--- config.mk ---
export PLATFORM = sky130hd
export DESIGN_NAME = clk_gate_ctrl
export DESIGN_NICKNAME = d
export VERILOG_FILES = /design/src/rtl/clk_gate_pkg.sv /design/src/rtl/clk_gate_icg.sv /design/src/rtl/clk_gate_ctrl.sv
export SDC_FILE = /design/constraint.sdc
export NUM_CORES = 1
export LEC_CHECK = 0
export ABC_AREA = 1
export BUFFER_PORTS_ARGS = -buffer_cell sky130_fd_sc_hd__buf_2
export CAP_MARGIN = 10
export CORE_UTILIZATION = 50
export DETAILED_ROUTE_END_ITERATION = 6
export GPL_ROUTABILITY_DRIVEN = 0
export PLACE_DENSITY_LB_ADDON = 0.2
export SYNTH_ARGS = -nofsm -noshare
export SYNTH_HDL_FRONTEND = slang
export SYNTH_SLANG_ARGS = --single-unit
--- constraint.sdc ---
create_clock -name clk -period 1.2 [get_ports clk]
set_clock_uncertainty 0.1 [all_clocks]
set_input_delay 0.18 -clock clk [delete_from_list [all_inputs] [get_ports clk]]
set_output_delay 0.18 -clock clk [all_outputs]
set_load 0.005 [all_outputs]
--- src/rtl/clk_gate_pkg.sv ---
// Shared types and counter widths for the clock-gating controller.
package clk_gate_pkg;

  typedef enum logic [1:0] {
    ST_RUN   = 2'd0,
    ST_HOLD  = 2'd1,
    ST_GATED = 2'd2,
    ST_WAKE  = 2'd3
  } state_e;

  localparam int GATE_EVT_W  = 8;
  localparam int GATED_CYC_W = 16;
  localparam int IDLE_CNT_W  = 8;
  localparam int WAKE_CNT_W  = 4;

endpackage

--- src/rtl/clk_gate_icg.sv ---
// Latch-based integrated clock gate: enable captured while clk is low.
module clk_gate_icg (
  input  logic clk,
  input  logic en,
  output logic gclk
);

  logic en_lat;

  always_latch begin
    if (!clk) en_lat = en;
  end

  assign gclk = clk & en_lat;

endmodule

--- src/rtl/clk_gate_ctrl.sv ---
// Idle-detect clock-gating controller with a req/ack wake handshake and
// activity counters; drives a glitch-free gated clock for a downstream counter.
module clk_gate_ctrl
  import clk_gate_pkg::*;
#(
  parameter int IDLE_CYCLES = 8,
  parameter int WAKE_CYCLES = 2
) (
  input  logic                   clk,
  input  logic                   rst_n,
  input  logic                   req,
  input  logic                   force_on,
  output logic                   ack,
  output logic                   gclk_en,
  output logic                   gclk,
  output logic [GATE_EVT_W-1:0]  gate_events,
  output logic [GATED_CYC_W-1:0] gated_cycles
);

  localparam logic [IDLE_CNT_W-1:0] IDLE_LAST = IDLE_CNT_W'(IDLE_CYCLES - 1);
  localparam logic [WAKE_CNT_W-1:0] WAKE_LAST = WAKE_CNT_W'(WAKE_CYCLES - 1);

  state_e                 state_q, state_d;
  logic [IDLE_CNT_W-1:0]  idle_cnt_q, idle_cnt_d;
  logic [WAKE_CNT_W-1:0]  wake_cnt_q, wake_cnt_d;
  logic                   gclk_en_q, gclk_en_d;
  logic [GATE_EVT_W-1:0]  gate_events_q, gate_events_d;
  logic [GATED_CYC_W-1:0] gated_cycles_q, gated_cycles_d;
  logic                   gate_enter;

  always_ff @(posedge clk) begin
    if (!rst_n) begin
      state_q        <= ST_RUN;
      idle_cnt_q     <= '0;
      wake_cnt_q     <= '0;
      gclk_en_q      <= 1'b1;
      gate_events_q  <= '0;
      gated_cycles_q <= '0;
    end else begin
      state_q        <= state_d;
      idle_cnt_q     <= idle_cnt_d;
      wake_cnt_q     <= wake_cnt_d;
      gclk_en_q      <= gclk_en_d;
      gate_events_q  <= gate_events_d;
      gated_cycles_q <= gated_cycles_d;
    end
  end

  always_comb begin
    state_d    = state_q;
    idle_cnt_d = idle_cnt_q;
    wake_cnt_d = wake_cnt_q;
    gate_enter = 1'b0;
    unique case (state_q)
      ST_RUN: begin
        if (force_on || req) begin
          idle_cnt_d = '0;
        end else begin
          state_d    = ST_HOLD;
          idle_cnt_d = IDLE_CNT_W'(1);
        end
      end
      ST_HOLD: begin
        // A request arriving on the idle-limit cycle keeps the clock running.
        if (force_on || req) begin
          state_d    = ST_RUN;
          idle_cnt_d = '0;
        end else if (idle_cnt_q >= IDLE_LAST) begin
          state_d    = ST_GATED;
          idle_cnt_d = '0;
          gate_enter = 1'b1;
        end else begin
          idle_cnt_d = idle_cnt_q + IDLE_CNT_W'(1);
        end
      end
      ST_GATED: begin
        if (req || force_on) begin
          state_d    = ST_WAKE;
          wake_cnt_d = '0;
        end
      end
      ST_WAKE: begin
        if (wake_cnt_q >= WAKE_LAST) begin
          state_d    = ST_RUN;
          wake_cnt_d = '0;
        end else begin
          wake_cnt_d = wake_cnt_q + WAKE_CNT_W'(1);
        end
      end
      default: state_d = ST_RUN;
    endcase
  end

  always_comb begin
    gclk_en_d      = (state_d != ST_GATED);
    gate_events_d  = gate_events_q;
    if (gate_enter && (gate_events_q != '1)) gate_events_d = gate_events_q + GATE_EVT_W'(1);
    gated_cycles_d = gated_cycles_q;
    if (!gclk_en_q) gated_cycles_d = gated_cycles_q + GATED_CYC_W'(1);
  end

  assign ack          = req && ((state_q == ST_RUN) || (state_q == ST_HOLD));
  assign gclk_en      = gclk_en_q;
  assign gate_events  = gate_events_q;
  assign gated_cycles = gated_cycles_q;

  clk_gate_icg u_icg (
    .clk  (clk),
    .en   (gclk_en_q),
    .gclk (gclk)
  );

endmodule

==> metrics.txt <==
status complete, but fails checks; failing checks negative setup slack; first-pass GRT wire length 10700 µm; Fill cells 105; Worst Path Max Fanout 1; commonest register cell after synthesis dfxtp_1; slowest CP cell dlxtn_2; Final Cell Area ~3500 µm²; # diodes 0; Overflow after GRT 0; Post-route DRC 0; num rows 22; Synth Instances 274; initial antenna violation count 0; placed cell area 2580 µm²; LEAKAGE ~1.5 nW; GRT Util Overall 34.6%; MaxCap Viol Count 0; via count 2636; count of input and output buffers 30; post-synthesis cell type count 26; worst setup margin -0.767 ns; hold slack final 0.123 ns; startpoint types latch; Synth Register Bits 40; Crit Path Class latch to primary output; Die Wd 64.5 µm; multi-input logic area 1410 µm²; Final Slew Violations 0; Slew headroom roughly four fifths; Min-Delay Path Depth 6; post-DP HPWL 3190 µm; largest net degree at the start of global routing 14; Yosys Warn Count 0; Reg clk slew, reported paths 0.08 ns; DR pass1 iterations 5; fin nets 391; Worst R2R Setup Slack -0.38 ns; Routed WL 9710 µm; Wirelength per Cell 22.6 µm; CP required 0.92 ns; Cell Pwr Density 859 nW/µm²; share of cells above drive strength 1 63.1%; share of flip-flops with an asynchronous set or reset 0%; Die H 64.5 µm; Antenna Violating Nets Remaining 0; FF-to-FF Start idle_cnt_q[1]; Initial Util 52.6%; Arrival @ worst endpoint about 1.7 ns; DR vias/cell between 6 and 7; slew of the pin with the lowest slew margin a little over 0.3 ns; starting DRC count in detailed routing 413; Layout Area Growth over Synthesis 80.0%; Hold Vio Cnt, Final 0; Hold Path Sink gate_events[2]; worst-path cell chain nand2_1 -> inv_1 -> buf_2; Mapped Nets 284; CTS tree built; RR Endpoint gclk_en; worst min path class primary input to flop; RSZ-0062 raised after global routing true; Post-synth EDFFs 0; Mapped Area 1950 µm²; FF-to-FF path depth 8; syn avg cell area 7.13 µm²; maximum VDD drop 0.884 mV; vias in the first global route between 2k and 2.5k; Crit. End Element primary output; clk_lat worst skew roughly 0.42 ns; die area between 4000 and 5000 µm²; HP Start force_on; core area between 3000 and 4000 µm²; final setup fails 53; Seq. cell area between 800 and 900 µm²; Ports 31; Max stage delay on crit path roughly 0.42 ns
-- stage by stage --
stage               utilization (%)  setup slack, ns  total power [mW]  TNS (ns)  cells
floorplan                         -           -0.140              1.42    -0.401    274
global placement               69.4           -0.217              1.47     -1.90    392
detailed placement             69.4           -0.214              1.47     -2.61    392
CTS                            88.1           -0.672              2.94     -3.69    424
global route                   94.7           -0.792              3.09    -10.64    430
finish                         94.7           -0.767              3.02     -9.15    430
-- where the power goes --
part	internal (mW)	leakage [nW]	switching, mW
registers	1.29	0.340	0.00503
logic	0.0314	1.08	0.0653
clock network	0.982	0.0994	0.643
total	2.31	1.52	0.714
-- area by class of cell --
cell class / instances / area share (%)
multi-input combinational: 192 / 39.9
timing repair buffer: 99 / 24.6
sequential: 40 / 24.5
inverter: 38 / 4.27
clock buffer: 11 / 4.05
tap: 48 / 1.71
clock inverter: 2 / 0.960
-- registers in the layout (all words and copies together) (netlist names) --
signal / cells
u_icg.en_lat: 1
state_q: 2
gated_cycles: 16
gclk_en: 1
gate_events: 8
wake_cnt_q: 4
idle_cnt_q: 8
-- synth_stat cells (2+ instances only) --
cell type | instances | area, µm²
clkbuf_1 | 2 | 7.51
a21oi_2 | 8 | 70.1
nand2_2 | 7 | 43.8
nand3_4 | 2 | 35.0
nor3_1 | 5 | 25.0
nand3_1 | 24 | 120
xor2_1 | 5 | 43.8
inv_1 | 34 | 128
nor2_2 | 6 | 37.5
nor2_1 | 34 | 128
dfxtp_1 | 39 | 781
a21oi_1 | 16 | 80.1
o21ai_0 | 9 | 45.0
inv_2 | 3 | 11.3
ha_1 | 6 | 75.1
nand4_1 | 3 | 18.8
nand2_1 | 62 | 233
-- repair_timing --
item,4_1_cts,5_1_grt
resized for setup,104,58
hold buffers,1,0
gates cloned,1,0
setup endpoints to repair,51,55
pin swaps,37,30
setup buffers,21,6
endpoints found under the hold margin,2,0
-- worst max-delay path, delay by kind of cell, from the launching register on --
| kind | cells | cell delay, ns |
|---|---|---|
| and+or+nand+nor | 1 | 0.06 |
| latches | 1 | 0.42 |
| buffers and inverters | 2 | 0.18 |
-- worst max path at each step --
stage,cells after the start,from,end,slack [ns]
after floorplan,2,u_icg.en_lat,gclk,-0.14
after global placement,3,u_icg.en_lat,gclk,-0.22
after detailed placement,3,u_icg.en_lat,gclk,-0.21
after CTS,3,u_icg.en_lat,gclk,-0.67
after global routing,3,u_icg.en_lat,gclk,-0.79
final,3,u_icg.en_lat,gclk,-0.77
-- kinds of logic after synthesis --
family	count (synthesis)	synth area share (%)
latches	1	0.768
xor+xnor	6	2.69
flops	39	39.9
compound gates	34	10.4
fa+ha+maj	6	3.84
buf+inv	43	8.64
simple gates	145	33.7
-- placed cells by master (no fill, tap or decap), types with 12 or more instances in the layout --
master	instances
a21oi_1	12
buf_6	40
nand2_2	16
nor2_4	14
inv_1	26
nand2_1	46
nand3_2	13
buf_4	46
a21oi_2	12
buf_2	13
dfxtp_2	18
nor2_1	21
-- routing by layer --
layer  vias up  global-route usage (%)  wire length [µm]
met5         -                       0                 0
met4         0                    19.7               660
met3        78                    8.63               997
met2       276                    60.9              4610
met1      1204                    37.3              3450
li1       1078                       -                 -
Note: power is estimated with default switching activity, not from simulation.
